### src/rtl/mem_write_monitor.sv
// mem_write_monitor
//   Watches the data-memory write port of the processor and reaches a sticky
//   verdict: pass when PASS_DATA is stored at PASS_ADR, fail on any other store
//   outside SCRATCH_ADR, timeout when CYCLE_LIMIT cycles elapse with no verdict.
//   Intended for FPGA status LEDs or for a simulation bench.
//
// Parameters
//   PASS_ADR     store address whose data decides pass/fail
//   PASS_DATA    data required at PASS_ADR for a pass
//   SCRATCH_ADR  store address tolerated without a verdict
//   CYCLE_LIMIT  cycles in RUN before timeout (>= 2)
//   CNT_W        cycle counter width, CYCLE_LIMIT < 2**CNT_W
//
// Ports
//   clk, reset          rising-edge clock, asynchronous active-high reset
//   MemWrite            store strobe, one cycle per store
//   DataAdr, WriteData  store address / data
//   done                pass | fail | timeout
//   pass, fail, timeout one-hot sticky verdict flags
//   write_count         stores seen in RUN, saturating at 255
//   cycle_count         cycles spent in RUN
//   fail_adr, fail_data the store that caused fail
//   hist_idx            history read index, 0 = newest
//   hist_adr, hist_data history entry selected by hist_idx
//   hist_cnt            number of valid history entries, 0..8
//
// Build option
//   MEM_MONITOR_HIST_EN  when defined, keeps an 8-entry store history;
//                        otherwise the hist_* outputs are tied to 0.
//
// state   | meaning
// --------+------------------------------------------------------------
// S_RUN   | counting cycles, classifying every store
// S_PASS  | PASS_DATA written to PASS_ADR; frozen until reset
// S_FAIL  | illegal store seen, fail_adr/fail_data hold it; frozen
// S_TOUT  | CYCLE_LIMIT cycles elapsed with no verdict; frozen

module mem_write_monitor #(
    parameter logic [31:0] PASS_ADR    = 32'd100,
    parameter logic [31:0] PASS_DATA   = 32'd7,
    parameter logic [31:0] SCRATCH_ADR = 32'd96,
    parameter int          CYCLE_LIMIT = 40,
    parameter int          CNT_W       = 16
) (
    input  logic             clk,
    input  logic             reset,
    input  logic             MemWrite,
    input  logic [31:0]      DataAdr,
    input  logic [31:0]      WriteData,
    output logic             done,
    output logic             pass,
    output logic             fail,
    output logic             timeout,
    output logic [7:0]       write_count,
    output logic [CNT_W-1:0] cycle_count,
    output logic [31:0]      fail_adr,
    output logic [31:0]      fail_data,
    input  logic [2:0]       hist_idx,
    output logic [31:0]      hist_adr,
    output logic [31:0]      hist_data,
    output logic [3:0]       hist_cnt
);

    typedef enum logic [1:0] {
        S_RUN  = 2'd0,
        S_PASS = 2'd1,
        S_FAIL = 2'd2,
        S_TOUT = 2'd3
    } state_t;

    // Timeout down-counter starts at CYCLE_LIMIT-1 and hits zero on the edge
    // where cycle_count == CYCLE_LIMIT-1.
    localparam logic [CNT_W-1:0] TMR_LOAD = CNT_W'(CYCLE_LIMIT - 1);

    state_t           state;
    logic [CNT_W-1:0] tmr;

    logic adr_is_pass;
    logic adr_is_scr;
    logic data_ok;
    logic pass_hit;
    logic fail_hit;
    logic run_store;

    assign adr_is_pass = (DataAdr == PASS_ADR);
    assign adr_is_scr  = (DataAdr == SCRATCH_ADR);
    assign data_ok     = (WriteData == PASS_DATA);

    // MemWrite gates everything so a floating bus while idle cannot decide.
    assign pass_hit  = MemWrite & adr_is_pass & data_ok;
    assign fail_hit  = MemWrite & (adr_is_pass ? ~data_ok : ~adr_is_scr);
    assign run_store = MemWrite & (state == S_RUN);

    always_ff @(posedge clk or posedge reset) begin
        if (reset) begin
            state       <= S_RUN;
            done        <= 1'b0;
            pass        <= 1'b0;
            fail        <= 1'b0;
            timeout     <= 1'b0;
            write_count <= 8'd0;
            cycle_count <= '0;
            fail_adr    <= 32'd0;
            fail_data   <= 32'd0;
            tmr         <= TMR_LOAD;
        end else if (state == S_RUN) begin
            cycle_count <= cycle_count + 1'b1;
            if (tmr != '0) begin
                tmr <= tmr - 1'b1;
            end
            if (MemWrite && (write_count != 8'hFF)) begin
                write_count <= write_count + 8'd1;
            end
            // A decisive store on the final cycle beats the timeout.
            if (pass_hit) begin
                state <= S_PASS;
                pass  <= 1'b1;
                done  <= 1'b1;
            end else if (fail_hit) begin
                state     <= S_FAIL;
                fail      <= 1'b1;
                done      <= 1'b1;
                fail_adr  <= DataAdr;
                fail_data <= WriteData;
            end else if (tmr == '0) begin
                state   <= S_TOUT;
                timeout <= 1'b1;
                done    <= 1'b1;
            end
        end
    end

`ifdef MEM_MONITOR_HIST_EN
    logic [31:0] hbuf_adr  [8];
    logic [31:0] hbuf_data [8];
    logic [2:0]  wptr;
    logic [3:0]  hcnt;
    logic [2:0]  rptr;

    always_ff @(posedge clk or posedge reset) begin
        if (reset) begin
            wptr <= 3'd0;
            hcnt <= 4'd0;
        end else if (run_store) begin
            wptr <= wptr + 3'd1;
            if (hcnt != 4'd8) begin
                hcnt <= hcnt + 4'd1;
            end
        end
    end

    // Storage needs no reset: entries are only visible below hist_cnt.
    always_ff @(posedge clk) begin
        if (run_store) begin
            hbuf_adr[wptr]  <= DataAdr;
            hbuf_data[wptr] <= WriteData;
        end
    end

    // Newest entry sits just behind the write pointer; 3-bit wrap gives mod 8.
    assign rptr      = wptr - 3'd1 - hist_idx;
    assign hist_adr  = ({1'b0, hist_idx} < hcnt) ? hbuf_adr[rptr]  : 32'd0;
    assign hist_data = ({1'b0, hist_idx} < hcnt) ? hbuf_data[rptr] : 32'd0;
    assign hist_cnt  = hcnt;
`else
    logic unused_hist;
    assign unused_hist = ^{hist_idx, run_store};
    assign hist_adr    = 32'd0;
    assign hist_data   = 32'd0;
    assign hist_cnt    = 4'd0;
`endif

endmodule
### config.mk
export PLATFORM = sky130hd
export DESIGN_NAME = mem_write_monitor
export DESIGN_NICKNAME = d
export VERILOG_FILES = /design/src/rtl/mem_write_monitor.sv
export SDC_FILE = /design/constraint.sdc
export NUM_CORES = 1
export LEC_CHECK = 0
export ABC_AREA = 0
export BUFFER_PORTS_ARGS = -buffer_cell sky130_fd_sc_hd__buf_4
export CAP_MARGIN = 15
export CORE_ASPECT_RATIO = 0.5
export CORE_MARGIN = 1
export CORE_UTILIZATION = 43
export DETAILED_ROUTE_END_ITERATION = 8
export PLACE_DENSITY = 0.77
export SKIP_LAST_GASP = 1
export SYNTH_ARGS = -nofsm -noshare
export SYNTH_HDL_FRONTEND = slang
export SYNTH_SLANG_ARGS = --single-unit
export TNS_END_PERCENT = 10
### constraint.sdc
create_clock -name clk -period 3.9 [get_ports clk]
set_clock_uncertainty 0.2 [all_clocks]
set_input_delay 0.585 -clock clk [delete_from_list [all_inputs] [get_ports clk]]
set_output_delay 0.585 -clock clk [all_outputs]
set_load 0.01 [all_outputs]
==> out/results.ini, run 1 <==
[floorplanning]
fp-row-count = 27
io_pins = 230
coreArea_mm2 = 0.01125
die_h_um = 78.88
die-area_mm2 = 0.01228
initial_core_util = 0.4518
die_x_um = 155.8

[cts]
clock_latency_ns = 0.34
post_cts_buffers = 0
numCtsBuffers = 9
h-tree-depth = 3
cts_resized = 0
cts_tree = done
ctsHoldBuffers = 0
root_buffer = clkbuf_16
cts.sinks = 110
cts_max_path_buffers = 2
clk_pin_slew_worst_paths_ns = 0.07

[critical_path]
critical_path_class = in -> reg
cp-end-kind = register
required_ns = 3.93
reg2reg_slack_ns = 1.31
r2r-end = tmr[3]$_DFFE_PP0P_
critPathLaunch = WriteData[28]
critPathLaunchType = input pin
worstPathMaxFanout = 36
reg2reg_depth = 5
critPathCapture = fail_data[15]$_DFFE_PP0P_
worstPathArrival_ns = 2.67
r2r-start = tmr[10]$_DFFE_PP0P_

[finish]
area_growth_pct = 30.95
drive_above_1_share = 0.4504
finalNetCount = 644
antenna_cells = 0
fin_util = 0.5916

[synth]
ys_warn_count = 0
syn_inst = 405
ys_types = 42
ys_async_sr_fraction = 1.000
yosysTopAreaCell = dfrtp_1
seq_area_frac_synth = 0.5426
yosysMostFrequentCell = dfrtp_1
synth_top_area_frac = 0.5219
synth_edf_count = 0
synth.area.top_cells = dfrtp_1, mux2_2, buf_4, xnor2_1, xor2_1
ys_ff_latch = 110
synth_commonest_cells = dfrtp_1, buf_4, mux2_2, nand2_1, xnor2_1
synth_top_flop_cell = dfrtp_1
syn_area_per_cell_um2 = 12.55
synthesis.area_mm2 = 0.005082

[pwr]
leakage_nw = 3.545
ir_drop_uv = 300.5
powerDensity_mw_per_mm2 = 376.2

[timing]
finalSetupViolations = 0
hold_viol_final = 0
slew_violations = 0
worst_pin_slew_ns = 1.013
finalSetupTns_ns = 0
rsz0062_at_grt = false
max_freq_mhz = 378.4
min_period_ns = 2.643
relSlewSlack = 0.3232
post-route-period-util = 0.6776

[grt]
grt_pass1_wl_um = 17430
antenna_found_initial = 0
grt_pass1_vias = 3475
grt_usage = 0.1824
grt_max_degree = 65
overflow = 0

[worst_hold_path]
min-delay-path-class = in -> async

[flow_run]
max_cap_viol_count = 0

[outcome]
outcome = finished clean

[detailed_routing]
dr.pass1.iters = 4
antenna_left = 0
drtIter0Drc = 134
routed_wl_um = 10710
drc = 0
drt-vias-per-instance = 4.672
wl_per_cell_um = 14.60
vias = 3429

[placed_design]
numPortBuffers = 158
finalWeightedCongestion = 0.7505
dp_hpwl_um = 7862

[per-layer routing]
| metal | share of wire | GRT usage | up-vias |
|---|---|---|---|
| li1 | - | - | 1597 |
| met4 | 0.014 | 0.05196 | 0 |
| met1 | 0.40 | 0.2141 | 1704 |
| met3 | 0.046 | 0.04312 | 11 |
| met5 | 0 | 0 | - |
| met2 | 0.54 | 0.3359 | 117 |
[through the flow]
stage	std cells	hold slack [ns]	setup slack, ns	instance area [µm²]	power, mW
2_1_floorplan	472	0.2332	0.2193	5334	1.265
3_3_place_gp	718	0.2534	0.9436	6236	1.285
3_5_place_dp	718	0.2482	0.9022	6236	1.287
4_1_cts	734	0.2344	1.242	6655	2.526
5_1_grt	734	0.2726	1.084	6655	2.578
6_report	734	0.2112	1.257	6655	2.504
[worst min-delay path by stage]
stage               depth (start not counted)           startpoint                     endpoint
finish                                      2                reset     fail_data[6]$_DFFE_PP0P_
global route                                2          DataAdr[31]     fail_adr[31]$_DFFE_PP0P_
CTS                                         2                reset  cycle_count[10]$_DFFE_PP0P_
detailed placement                          1  tmr[15]$_DFFE_PP0P_          tmr[15]$_DFFE_PP0P_
global placement                            1  tmr[15]$_DFFE_PP0P_          tmr[15]$_DFFE_PP0P_
floorplan                                   1  tmr[15]$_DFFE_PP0P_          tmr[15]$_DFFE_PP0P_
[critical path, stage by stage]
cell,delay [ns]
buf_4,0.11
nor4b_1,0.40
nand4_1,0.21
o31ai_1,0.44
a21oi_4,0.33
buf_12,0.28
mux2_2,0.29
[area by class of cell]
type	count	area, µm²
clock buffer	10	239.0
clock inverter	6	180.2
fill	923	4594
inverter	5	21.27
multi-input combinational	283	2024
sequential	110	2758
tap	159	198.9
timing repair buffer	161	1234
[logic make-up (layout without fill, tap and decap cells)]
group	Yosys count	count (layout)	synth area share
AO/OA/AOI/OAI	16	16	0.02216
other	1	68	0.0007378
buffers and inverters	79	182	0.1100
multiplexers	66	66	0.1460
adder cells (fa/ha/maj)	4	4	0.009848
XOR/XNOR	35	35	0.06031
flip-flops	110	110	0.5426
AND/OR/NAND/NOR	94	94	0.1083
[flip-flops by register name (all words and copies together) (netlist names)]
signal and cells:
fail_adr 32, fail_data 32, cycle_count 16, tmr 16
write_count 8, state 2, done 1, fail 1
pass 1, timeout 1
[power by group]
part	switching (mW)	internal [mW]
registers	0.000257	1.14
clock network	0.400	0.840
logic	0.0742	0.0491
[layout by cell type, fill, tap and decap left out, drive strengths merged, types with 4 or more instances in the layout]
master / instances
dfstp: 4
conb: 68
clkbuf: 10
dfrtp: 106
o21ai: 4
xnor2: 22
nand3: 8
or2: 5
buf: 161
nand4: 7
inv: 5
bufinv: 6
ha: 4
nor2: 15
nand2: 22
mux2: 65
nor4: 16
xor2: 13
Note: power is estimated with default switching activity, not from simulation.
==> run 2: changes to the inputs <==
Settings changed: CORE_UTILIZATION 43 to 47, PLACE_DENSITY 0.77 to 0.8.
Clock period 3.9 ns to 2.65 ns, I/O delays scaled along.
==> out/results.ini, run 2 (synthesis results as in run 1) <==
[pwr]
powerDensity_mw_per_mm2 = 509.4
leakage_nw = 3.523
power.total_mw = 3.360
ir_drop_uv = 365.2

[floorplanning]
die_h_um = 75.53
initial_core_util = 0.4913
die-area_mm2 = 0.01126
coreArea_mm2 = 0.01034
fp-row-count = 26
die_x_um = 149.1
io_pins = 230

[cts]
cts_tree = done
clk_pin_slew_worst_paths_ns = 0.06
cts_resized = 0
h-tree-depth = 3
numCtsBuffers = 9
post_cts_buffers = 0
cts_max_path_buffers = 2
clock_latency_ns = 0.34
root_buffer = clkbuf_16
ctsHoldBuffers = 0
cts.sinks = 110

[grt]
grt_pass1_vias = 3266
grt_pass1_wl_um = 16070
grt_usage = 0.1842
overflow = 0
antenna_found_initial = 0
grt_max_degree = 111

[critical_path]
cp_slowest_cell = or4_4
cp-end-kind = register
worstPathArrival_ns = 2.44
path_depth = 5
reg2reg_depth = 5
critPathMostFrequentCell = or4_4
r2r-start = tmr[3]$_DFFE_PP0P_
worstPathMaxFanout = 5
slowest_delay_ns = 0.57
required_ns = 2.71
critical_path_class = reg -> reg
r2r-end = tmr[13]$_DFFE_PP0P_
crit_family = simple AND/OR/NAND/NOR gates
critPathBufInv = 0
critPathLaunchType = register
reg2reg_slack_ns = 0.27
cp_cell_sequence = or4_4, or2_4, or4_4, nor4_4, xor2_1

[finish]
antenna_cells = 0
top_regs = fail_adr: 32 flops, fail_data: 32 flops
drive_above_1_share = 0.4508
area_growth_pct = 29.79
final_cell_mix = buf_4, dfrtp_1, conb_1
finalNetCount = 648
final_common_cell = buf_4

[detailed_routing]
drt-vias-per-instance = 4.743
drtIter0Drc = 164
wl_per_cell_um = 14.13
routed_wl_um = 10160
drc = 0
antenna_left = 0
vias = 3410
dr.pass1.iters = 4

[timing]
worst_pin_slew_ns = 0.6553
post-route-period-util = 0.8966
rsz0062_at_grt = false
holdWs_ns = 0.03460
max_freq_mhz = 420.9
finalSetupViolations = 0
slew_violations = 0
min_period_ns = 2.376
relSlewSlack = 0.5585
hold_viol_final = 0
finalSetupTns_ns = 0

[worst_hold_path]
min-delay-path-class = in -> async

[flow_run]
max_cap_viol_count = 0

[placed_design]
dp_hpwl_um = 7662
numPortBuffers = 158
finalWeightedCongestion = 0.7765

[outcome]
outcome = finished clean

==> run 2: changes by cell type in the layout (fill, tap and decap cells not counted), moves of 2 or more <==
cell | previous run | this run
buf_4 | 159 | 162
bufinv_16 | 6 | 3
clkbuf_1 | 0 | 2
clkinv_4 | 0 | 2
==> run 2: area by class of cell <==
| cell class | instances | area [µm²] |
|---|---|---|
| clock inverter | 5 | 107.6 |
| sequential | 110 | 2758 |
| tap | 140 | 175.2 |
| clock buffer | 11 | 232.7 |
| fill | 787 | 3749 |
| timing repair buffer | 165 | 1276 |
| inverter | 5 | 22.52 |
| multi-input combinational | 283 | 2024 |
==> run 2: worst max-delay path by stage <==
stage,from,endpoint
6_report,tmr[3]$_DFFE_PP0P_,tmr[13]$_DFFE_PP0P_
3_5_place_dp,WriteData[16],fail_adr[23]$_DFFE_PP0P_
4_1_cts,tmr[3]$_DFFE_PP0P_,tmr[13]$_DFFE_PP0P_
3_3_place_gp,WriteData[16],fail$_DFFE_PP0P_
5_1_grt,tmr[0]$_DFFE_PP1P_,tmr[3]$_DFFE_PP0P_
2_1_floorplan,tmr[10]$_DFFE_PP0P_,tmr[3]$_DFFE_PP0P_
==> run 2: per-layer routing <==
| metal | wire length, µm | vias to the layer above | GRT usage |
|---|---|---|---|
| met5 | 0 | - | 0 |
| met4 | 222 | 0 | 0.07029 |
| met3 | 565 | 22 | 0.05509 |
| met2 | 5246 | 123 | 0.3163 |
| met1 | 4128 | 1665 | 0.2250 |
| li1 | - | 1600 | - |
==> run 2: power breakdown <==
part / switching, mW / total, mW / leakage, nW / internal [mW]
Combinational: 0.108 / 0.180 / 1.85 / 0.0723
Sequential: 0.000387 / 1.68 / 1.51 / 1.68
Clock: 0.573 / 1.50 / 0.164 / 0.928
Total: 0.681 / 3.36 / 3.52 / 2.68
==> run 2: tightest hold or removal path: stages <==
cell        delay [ns]
buf_4             0.12
clkinvlp_4        0.07
buf_12            0.44
==> run 2: per-stage QoR <==
stage	cell area (µm²)	cells	util	setup slack (ns)
finish	6596	719	0.6376	0.2740
global route	6596	719	0.6376	0.1551
CTS	6596	719	0.6376	0.2736
detailed placement	6256	703	0.6047	0.05288
global placement	6256	703	0.6047	0.1170
floorplan	5338	472	-	0.3249
